### src/rtl/oq_rr_scheduler_if.sv
// oq_rr_scheduler_if: occupancy/ready inputs and SRAM read-beat handshake for the output-queue scheduler.
interface oq_rr_scheduler_if #(
   parameter int NUM_QUEUES     = 5,
   parameter int QUEUE_ID_WIDTH = 3
);
   logic [NUM_QUEUES-1:0]     oq_nonempty;
   logic [NUM_QUEUES-1:0]     dst_ready;
   logic                      rd_req;
   logic [QUEUE_ID_WIDTH-1:0] rd_queue_id;
   logic                      rd_ack;
   logic                      rd_last;
   logic                      grant_valid;
   logic                      pkt_done;
   logic [QUEUE_ID_WIDTH-1:0] pkt_done_id;
   logic                      wdog_err;
   modport master (
      input  oq_nonempty, dst_ready, rd_ack, rd_last,
      output rd_req, rd_queue_id, grant_valid, pkt_done, pkt_done_id, wdog_err
   );
   modport slave (
      output oq_nonempty, dst_ready, rd_ack, rd_last,
      input  rd_req, rd_queue_id, grant_valid, pkt_done, pkt_done_id, wdog_err
   );
endinterface

### src/rtl/oq_rr_scheduler.sv
// oq_rr_scheduler: packet-granular round-robin grant of output queues to the SRAM read engine.
// Optional stall watchdog in XFER is enabled by defining OQ_SCHED_WATCHDOG_EN.
module oq_rr_scheduler #(
   parameter int NUM_QUEUES     = 5,
   parameter int QUEUE_ID_WIDTH = 3,
   parameter int WDOG_CYCLES    = 256
) (
   input logic                 memclk,
   input logic                 reset,
   oq_rr_scheduler_if.master   bus
);
   typedef enum logic {IDLE, XFER} state_t;
   state_t                    state, state_nxt;
   logic [QUEUE_ID_WIDTH-1:0] ptr, ptr_nxt, qid, qid_nxt, winner, cand, pdid;
   logic [NUM_QUEUES-1:0]     elig;
   logic                      found, ack_ok, done, abort, pdone, werr;
   assign elig   = bus.oq_nonempty & bus.dst_ready;
   assign ack_ok = state == XFER && bus.dst_ready[qid] && bus.rd_ack;
   assign done   = ack_ok && bus.rd_last;
   // first eligible queue at or after ptr, wrapping modulo NUM_QUEUES
   always_comb begin
      winner = '0;
      cand   = '0;
      found  = 1'b0;
      for (int k = 0; k < NUM_QUEUES; k++) begin
         cand = QUEUE_ID_WIDTH'((int'(ptr) + k) % NUM_QUEUES);
         if (!found && elig[cand]) begin
            found  = 1'b1;
            winner = cand;
         end
      end
   end
`ifdef OQ_SCHED_WATCHDOG_EN
   localparam int CW = $clog2(WDOG_CYCLES);
   logic [CW-1:0] wcnt;
   assign abort = state == XFER && !ack_ok && wcnt == CW'(WDOG_CYCLES - 1);
   always_ff @(posedge memclk or posedge reset)
      if (reset) wcnt <= '0;
      else wcnt <= (state != XFER || ack_ok) ? '0 : wcnt + CW'(1);
`else
   assign abort = 1'b0;
`endif
   always_comb begin
      state_nxt = state;
      qid_nxt   = qid;
      ptr_nxt   = ptr;
      if (state == IDLE && found) begin
         state_nxt = XFER;
         qid_nxt   = winner;
      end
      if (done || abort) begin
         state_nxt = IDLE;
         ptr_nxt   = (int'(qid) == NUM_QUEUES - 1) ? '0 : qid + QUEUE_ID_WIDTH'(1);
      end
   end
   always_ff @(posedge memclk or posedge reset)
      if (reset) begin
         state <= IDLE;
         ptr   <= '0;
         qid   <= '0;
         pdone <= 1'b0;
         pdid  <= '0;
         werr  <= 1'b0;
      end else begin
         state <= state_nxt;
         ptr   <= ptr_nxt;
         qid   <= qid_nxt;
         pdone <= done;
         pdid  <= done ? qid : pdid;
         werr  <= abort;
      end
   assign bus.rd_req      = state == XFER && bus.dst_ready[qid];
   assign bus.rd_queue_id = qid;
   assign bus.grant_valid = state == XFER;
   assign bus.pkt_done    = pdone;
   assign bus.pkt_done_id = pdid;
   assign bus.wdog_err    = werr;
endmodule
### src/flat_wrapper.sv
// flat-port wrapper written by rule: the top's interface ports become plain ports
module oq_rr_scheduler_flat 
#(
   parameter int NUM_QUEUES     = 5,
   parameter int QUEUE_ID_WIDTH = 3,
   parameter int WDOG_CYCLES    = 256
)
  (memclk, reset, bus_oq_nonempty, bus_dst_ready, bus_rd_ack, bus_rd_last, bus_rd_req, bus_rd_queue_id, bus_grant_valid, bus_pkt_done, bus_pkt_done_id, bus_wdog_err);
  oq_rr_scheduler_if #(.NUM_QUEUES(NUM_QUEUES), .QUEUE_ID_WIDTH(QUEUE_ID_WIDTH)) bus_i ();
  input logic memclk;
  input logic reset;
  input wire logic [$bits(bus_i.oq_nonempty)-1:0] bus_oq_nonempty;
  input wire logic [$bits(bus_i.dst_ready)-1:0] bus_dst_ready;
  input wire logic [$bits(bus_i.rd_ack)-1:0] bus_rd_ack;
  input wire logic [$bits(bus_i.rd_last)-1:0] bus_rd_last;
  output wire logic [$bits(bus_i.rd_req)-1:0] bus_rd_req;
  output wire logic [$bits(bus_i.rd_queue_id)-1:0] bus_rd_queue_id;
  output wire logic [$bits(bus_i.grant_valid)-1:0] bus_grant_valid;
  output wire logic [$bits(bus_i.pkt_done)-1:0] bus_pkt_done;
  output wire logic [$bits(bus_i.pkt_done_id)-1:0] bus_pkt_done_id;
  output wire logic [$bits(bus_i.wdog_err)-1:0] bus_wdog_err;
  assign bus_i.oq_nonempty = bus_oq_nonempty;
  assign bus_i.dst_ready = bus_dst_ready;
  assign bus_i.rd_ack = bus_rd_ack;
  assign bus_i.rd_last = bus_rd_last;
  assign bus_rd_req = bus_i.rd_req;
  assign bus_rd_queue_id = bus_i.rd_queue_id;
  assign bus_grant_valid = bus_i.grant_valid;
  assign bus_pkt_done = bus_i.pkt_done;
  assign bus_pkt_done_id = bus_i.pkt_done_id;
  assign bus_wdog_err = bus_i.wdog_err;
  oq_rr_scheduler #(.NUM_QUEUES(NUM_QUEUES), .QUEUE_ID_WIDTH(QUEUE_ID_WIDTH), .WDOG_CYCLES(WDOG_CYCLES)) u_core (.memclk(memclk), .reset(reset), .bus(bus_i));
endmodule
### config.mk
export PLATFORM = sky130hd
export DESIGN_NAME = oq_rr_scheduler_flat
export DESIGN_NICKNAME = d
export VERILOG_FILES = /design/src/rtl/oq_rr_scheduler_if.sv /design/src/rtl/oq_rr_scheduler.sv /design/src/flat_wrapper.sv
export SDC_FILE = /design/constraint.sdc
export NUM_CORES = 1
export LEC_CHECK = 0
export CAP_MARGIN = 25
export CORE_UTILIZATION = 55
export DETAILED_ROUTE_END_ITERATION = 16
export GPL_ROUTABILITY_DRIVEN = 0
export GPL_TIMING_DRIVEN = 0
export PLACE_DENSITY_LB_ADDON = 0.25
export SLEW_MARGIN = 15
export SYNTH_ARGS = -nofsm -noshare
export SYNTH_HDL_FRONTEND = slang
export SYNTH_SLANG_ARGS = --single-unit
### constraint.sdc
create_clock -name memclk -period 5.2 [get_ports memclk]
set_input_delay 0.78 -clock memclk [delete_from_list [all_inputs] [get_ports memclk]]
set_output_delay 0.78 -clock memclk [all_outputs]
set_load 0.01 [all_outputs]
=== Word level (Yosys, flattened, before mapping) ===
Cells that the tools add are included.

* Bits in latches: 0
* Memories: 0
* Logic and storage cells: 62
* Bits of input ports: 14
* Register bits after elaboration: 11
* Bits in writable memories: 0
* Bits in read-only memories: 0
* Output and inout port bits: 10

* Reduce and logical (&&, ||, !) cells: 13
* Divide/modulo/power cells: 5
* Bitwise logic cells: 2
* Equal/unequal tests: 1
* Multiply operators: 0
* Multiplexer cells: 25
* Add/subtract/negate cells: 5
* Order comparisons: 6
* Shift-type cells: 0

{| class="wikitable"
|+ Operator list
! operator !! number
|-
| $mod 32x4->32 const B || 4
|-
| $mod 4x4->32 const B || 1
|-
| $lt 3x4->1 const B || 6
|-
| $bmux 1 s3 || 6
|-
| $mux 3 || 6
|-
| $mux 1 || 13
|-
| $add 3x2->4 const B || 2
|-
| $logic_and 1x1->1 || 8
|-
| $and 5x5->5 || 1
|-
| $add 3x1->4 const B || 1
|-
| $add 3x3->4 const B || 1
|-
| $logic_not 1->1 || 4
|-
| $add 3x1->3 const B || 1
|-
| $eq 3x3->1 const B || 1
|-
| $reduce_bool 2->1 || 1
|-
| $not 1->1 || 1
|}

=== Logic depth before layout (Yosys ltp) ===
Gate-level depths: netlist of the first run.

* Word-level depth: 19
* Mapped depth: 19
* Gate-level depth less buffers: 16

=== Worst setup path before layout of the first run ===
Ideal clock, no wire load.

* Kind: register to register
* Start point: register u_core.ptr[0]
* End point: register u_core.qid[0] (netlist: u_core.bus.rd_queue_id[0])
* Required time: 5080 ps
* Slack: 1260 ps
* Clock period less this slack: 3940 ps
* Data arrival time: 3820 ps
* Path buffers: 3
* Library setup time: 120 ps
* Stages on the path, launching flop included: 20
* Cell sequence: dfrtp_1 buf_6 inv_1 buf_2 ha_1 inv_1 ha_1 buf_2 inv_1 ha_1 inv_1 ha_1 nand2b_1 a21o_1 a21o_1 o22a_1 a211oi_4 nor4_2 a221o_1 o211a_1

* Cells in the longest elaborated chain, start to end: 17
* Elaborated cells between the ends (all ways): 38
* Classes of those cells: add/sub: 4; div: 5; mux: 20; reduce/logical: 9

{| class="wikitable"
|+ Ends and longest elaborated chain
! item !! RTL line !! RTL
|-
| start, declared || oq_rr_scheduler.sv:14 || <nowiki>logic [QUEUE_ID_WIDTH-1:0] ptr, ptr_nxt, qid, qid_nxt, winner, cand, pdid;</nowiki>
|-
| start signal, assigned || oq_rr_scheduler.sv:66 || <nowiki>ptr <= ptr_nxt;</nowiki>
|-
| branches (longest 17 deep; another with $mod 32x4->32) || n/a ||
|-
| end signal, assigned || oq_rr_scheduler.sv:67 || <nowiki>qid <= qid_nxt;</nowiki>
|-
| end, declared || oq_rr_scheduler.sv:14 ||
|}

Parallel ways; which one is timed is not known. The select of a mux whose other input is x is not followed.
A chain may end at the register's enable or synchronous reset.

=== Worst setup path in the final report of the first run ===
* Start point: register u_core.ptr[0]
* End point: register u_core.qid[1] (netlist: u_core.bus.rd_queue_id[1])

Same word-level chain as after synthesis.

==> results.cfg, run 1 <==
[placement]
portBuffers = 22
place_hpwl_mm = 4.36

[critical_path]
critPathKind = register to register
startpoint_type = register
critPathRequiredTime_ns = 5.33
critPathMaxFanout = 12
crit_path_end_kind = register
cp.arrival_ns = 4.65

[synthesis]
synth_edf_count = 0
yosysMostFrequentCell = a21oi_1
synthTopCellsByCount = a21oi_1 (21), ha_1 (17), nand2_1 (17)
async_flop_share = 1.00
synth.net_count = 299
postSynthAreaPerCell_um2 = 8.18
synth_top_area_cell = dfrtp_1
synth_top_cells_by_area = dfrtp_1 (13%), ha_1 (9.7%), mux2i_1 (5.9%), a21oi_1 (4.8%), nand2b_1 (3.1%)
synth_top_area_frac = 0.126
synth_ff_type = dfrtp_1
ys_ff_latch = 11
synthCells = 268
yosys_warnings = 0
ys_types = 69
synth_area_mm2 = 0.00219
synth-seq-area-share = 0.126

[detailed_routing]
postRouteAntennaNets = 0
wire_per_inst_um = 16.4
drt-total-wl_mm = 5.59
drt-initial-drc-count = 147
vias = 2211
drtPass1Iterations = 5
vias_per_cell = 6.46
drc = 0

[sta]
clock_skew_ns = 0.00387
fmax_mhz = 221
relSlewSlack = 0.513
finalHoldViolCount = 0
fin_tns_setup_ns = 0
setup_viol = 0
tightestPinTransition_ns = 0.731
min_period_over_period = 0.869
layout_min_cycle_time_ns = 4.52
rsz0062_at_grt = false
drv_slew = 0

[clock_tree]
clk_pin_slew_ns = 0.05
clkLatencyLatePin_ns = 0.24
cts-resized-gates = 0
cts_tree = done
cts_hold_buf = 0
cts_setup_buffers = 0
numClockSinks = 11
cts_buffer_depth = 2
cts_made_buffers = 3
htree_levels = 1
root_buffer = clkbuf_8

[die]
start_util = 0.586
std_cell_rows = 22
die_h_um = 65.1
die_area_mm2 = 0.00424
ios = 24
die_w_um = 65.1
core_area_mm2 = 0.00374

[cells_and_area]
multi_input_area_mm2 = 0.00175
layout.nets = 326
area_growth_pct = 14.8
antenna-diode-count = 0
regArea_um2 = 275
drive_gt1_frac = 0.160
fillCellCount = 348

[global_routing]
grt_use_total = 0.279
grt_pass1_vias = 1969
grt_overflow_total = 0
grt_max_degree = 13
grt_pass1_wl_mm = 9.29
antenna_found_initial = 0

[run]
maxCapViolCount = 0

[min_path]
hold_path_class = register to register

[outcome]
status = completed
==> per-stage QoR <==
| stage | cells | utilization | hold WS [ns] | instance area [um^2] | setup WS [ns] |
|---|---|---|---|---|---|
| after CTS | 342 | 0.672 | 0.510 | 2520 | 0.740 |
| after detailed placement | 338 | 0.660 | 0.500 | 2470 | 0.763 |
| after floorplan | 268 | - | 0.551 | 2190 | 1.26 |
| after global routing | 342 | 0.672 | 0.521 | 2520 | 0.454 |
| final | 342 | 0.672 | 0.509 | 2520 | 0.680 |
| after global placement | 338 | 0.660 | 0.490 | 2470 | 0.776 |
==> flip-flops by register name, summed over array words and instances (netlist names) <==
name,flops
u_core.ptr,3
u_core.bus.grant_valid,1
u_core.bus.pkt_done_id,3
u_core.bus.pkt_done,1
u_core.bus.rd_queue_id,3
==> placed cells by master (no fill, tap or decap), types with 6 or more instances in the layout <==
master / instances
clkdlybuf4s50_1: 22
a21oi_1: 21
nand2_1: 17
ha_1: 17
nor2_1: 15
mux2i_1: 13
inv_1: 12
nand3_1: 11
nand2b_1: 11
dfrtp_1: 11
nor3_1: 9
o21ai_0: 8
mux2_2: 6
==> kinds of logic (layout without fill, tap and decap cells) <==
kind of cell | count (synthesis) | in the layout | synth area share
and+or+nand+nor | 96 | 96 | 0.251
adders and majority gates | 17 | 17 | 0.0970
other | 1 | 1 | 0.00171
DFF | 11 | 11 | 0.126
xor gates and xnor gates | 6 | 6 | 0.0274
buffers and inverters | 29 | 55 | 0.0748
muxes | 24 | 24 | 0.129
AOI/OAI and AO/OA | 84 | 84 | 0.294
==> metal layers <==
metal / global-route usage / wire [um] / vias to the layer above
met3: 0.0451 / 341 / 5
met4: 0.0353 / 14 / 0
li1: - / - / 1077
met5: 0 / 0 / -
met1: 0.418 / 2660 / 1046
met2: 0.431 / 2580 / 83
==> cell type report <==
| type | count | share of cell area |
|---|---|---|
| Timing Repair Buffer | 22 | 0.0875 |
| Buffer | 15 | 0.0442 |
| Clock buffer | 4 | 0.0179 |
| Sequential cell | 11 | 0.109 |
| Inverter | 14 | 0.0209 |
| Tap cell | 48 | 0.0239 |
| Multi-Input combinational cell | 228 | 0.696 |
==> critical path, stage by stage, from the launching register on <==
cell      delay (ns)
dfrtp_1         0.44
buf_6           0.18
inv_1           0.11
buf_2           0.29
ha_1            0.25
inv_1           0.08
ha_1            0.33
buf_2           0.24
inv_1           0.10
ha_1            0.18
inv_1           0.05
ha_1            0.21
nand2b_1        0.18
a21o_1          0.24
a21o_1          0.22
a21oi_1         0.14
o21ai_1         0.16
o311a_2         0.49
a21o_1          0.20
a221oi_2        0.30
==> final timing paths <==
check | depth (start not counted) | from | slack [ns] | endpoint
max | 19 | u_core.ptr[0]$_DFFE_PP0P_ | 0.68 | u_core.bus.rd_queue_id[1]$_DFFE_PP0P_
min | 1 | u_core.bus.pkt_done_id[2]$_DFFE_PP0P_ | 0.51 | u_core.bus.pkt_done_id[2]$_DFFE_PP0P_
max reg2reg | 19 | u_core.ptr[0]$_DFFE_PP0P_ | 0.68 | u_core.bus.rd_queue_id[1]$_DFFE_PP0P_
min reg2reg | 1 | u_core.bus.pkt_done_id[2]$_DFFE_PP0P_ | 0.51 | u_core.bus.pkt_done_id[2]$_DFFE_PP0P_
max in group asynchronous | 2 | reset | 4.08 | u_core.bus.pkt_done_id[2]$_DFFE_PP0P_
min in group asynchronous | 2 | reset | 0.84 | u_core.bus.rd_queue_id[2]$_DFFE_PP0P_
Power of run 1 is not shown: default switching activity piles up to over one toggle a cycle in this logic, so the estimate is an artifact.
==> run 2: changes to the inputs <==
CTS_BUF_LIST = sky130_fd_sc_hd__clkbuf_4   (was not set)
SKIP_LAST_GASP = 1   (was not set)
SLEW_MARGIN = not set   (was 15)
==> results.cfg, run 2 (synthesis results as in run 1) <==
[outcome]
status = completed

[critical_path]
worst_path_max_delay_cell = o311a_2
reg2reg_depth = 19
critPathMaxFanout = 12
reg2reg_from = u_core.ptr[0]$_DFFE_PP0P_
timing.rr.end = u_core.bus.rd_queue_id[1]$_DFFE_PP0P_
path_cells = buf_6 -> inv_1 -> buf_2 -> ha_1 -> inv_1 -> ha_1 -> buf_2 -> inv_1 -> ha_1 -> inv_1 -> ha_1 -> nand2b_1 -> a21o_1 -> a21o_1 -> a21oi_1 -> o21ai_1 -> o311a_2 -> a21o_1 -> a221oi_2
startpoint_type = register
reg2reg_slack_ns = 0.68
cp_slowest_stage_delay_ns = 0.49
cp.arrival_ns = 4.69
critPathRequiredTime_ns = 5.37
critPathKind = register to register
path_buf_inv = 7
crit_path_end_kind = register
critPathTopFamily = compound AO/OA/AOI/OAI gates

[placement]
place_area_mm2 = 0.00247
pre_cts_ws_ns = 0.763
place_hpwl_mm = 4.36
portBuffers = 22

[cells_and_area]
antenna-diode-count = 0
drive_gt1_frac = 0.163
layout_commonest_cell = clkdlybuf4s50_1
fin_area_mm2 = 0.00250
layout.nets = 326
area_growth_pct = 14.2
layout_common_cells = clkdlybuf4s50_1 (22), a21oi_1 (21), nand2_1 (17), ha_1 (17), nor2_1 (15)
fillCellCount = 352

[run]
maxCapViolCount = 0

[min_path]
hold_start = u_core.bus.pkt_done_id[2]$_DFFE_PP0P_
holdPathStages = 1
hold_end = u_core.bus.pkt_done_id[2]$_DFFE_PP0P_
hold_path_class = register to register

[sta]
fmax_mhz = 221
rsz0062_at_grt = false
setup_viol = 0
min_period_over_period = 0.869
finalHoldViolCount = 0
drv_slew = 0
tightestPinTransition_ns = 0.728
fin_ws_ns = 0.681
relSlewSlack = 0.515
clock_skew_ns = 0.00296
fin_tns_setup_ns = 0
layout_min_cycle_time_ns = 4.52

[die]
start_util = 0.586
ios = 24
std_cell_rows = 22
core_area_mm2 = 0.00374
die_w_um = 65.1
die_area_mm2 = 0.00424
die_h_um = 65.1

[clock_tree]
htree_levels = 1
cts_made_buffers = 3
clkLatencyLatePin_ns = 0.27
clk_pin_slew_ns = 0.07
cts_setup_buffers = 0
cts_hold_buf = 0
cts_tree = done
cts-resized-gates = 0
numClockSinks = 11
root_buffer = clkbuf_4
cts_buffer_depth = 2

[detailed_routing]
drt-total-wl_mm = 5.59
vias = 2191
drt-initial-drc-count = 148
drtPass1Iterations = 4
postRouteAntennaNets = 0
vias_per_cell = 6.41
wire_per_inst_um = 16.3
drc = 0

[global_routing]
grt_pass1_wl_mm = 9.27
grt_pass1_vias = 1972
grt_overflow_total = 0
antenna_found_initial = 0
grt_max_degree = 13
grt_use_total = 0.278
[run 2: metal layers]
metal | track usage | share of wire
met3 | 0.0451 | 0.053
met1 | 0.413 | 0.48
met5 | 0 | 0
met2 | 0.434 | 0.46
met4 | 0.0353 | 0.0025
[run 2: layout make-up]
class / instances / area [um^2] / share of cell area
buffer: 15 / 111 / 0.0445
tap: 48 / 60.1 / 0.0240
inverter: 14 / 52.6 / 0.0210
sequential: 11 / 275 / 0.110
clock buffer: 4 / 30.0 / 0.0120
multi-input combinational: 228 / 1750 / 0.700
timing repair buffer: 22 / 220 / 0.0880
[run 2: how the worst max path moves through the flow]
stage	startpoint	endpoint	depth (start not counted)
floorplan	u_core.ptr[0]$_DFFE_PP0P_	u_core.bus.rd_queue_id[0]$_DFFE_PP0P_	19
global placement	u_core.ptr[0]$_DFFE_PP0P_	u_core.bus.rd_queue_id[1]$_DFFE_PP0P_	19
detailed placement	u_core.ptr[0]$_DFFE_PP0P_	u_core.bus.rd_queue_id[1]$_DFFE_PP0P_	19
CTS	u_core.ptr[0]$_DFFE_PP0P_	u_core.bus.rd_queue_id[1]$_DFFE_PP0P_	19
global route	u_core.ptr[0]$_DFFE_PP0P_	u_core.bus.rd_queue_id[1]$_DFFE_PP0P_	19
finish	u_core.ptr[0]$_DFFE_PP0P_	u_core.bus.rd_queue_id[1]$_DFFE_PP0P_	19
[run 2: stage by stage]
stage,utilization,hold slack [ns],cells
detailed placement,0.660,0.500,338
floorplan,-,0.551,268
global placement,0.660,0.490,338
global route,0.668,0.526,342
CTS,0.668,0.515,342
finish,0.668,0.514,342
[run 2: worst reg2reg max path: cells and delay by family (launching register included)]
kind	cells	cell delay (ns)
flip-flops	1	0.44
buffers and inverters	7	1.06
AO/OA/AOI/OAI	7	1.75
adder cells (fa/ha/maj)	4	0.99
AND/OR/NAND/NOR	1	0.18
Power of run 2 is left out for the same reason.
==> run 3: changes to the inputs <==
==> constraint.sdc (replaced) <==
create_clock -name memclk -period 5.2 [get_ports memclk]
set_input_delay 1.04 -clock memclk [delete_from_list [all_inputs] [get_ports memclk]]
set_output_delay 1.04 -clock memclk [all_outputs]
set_load 0.01 [all_outputs]
==> results of run 3 <==
The final DEF is identical to that of run 2. Status: completed.
Power of run 3 is left out for the same reason.
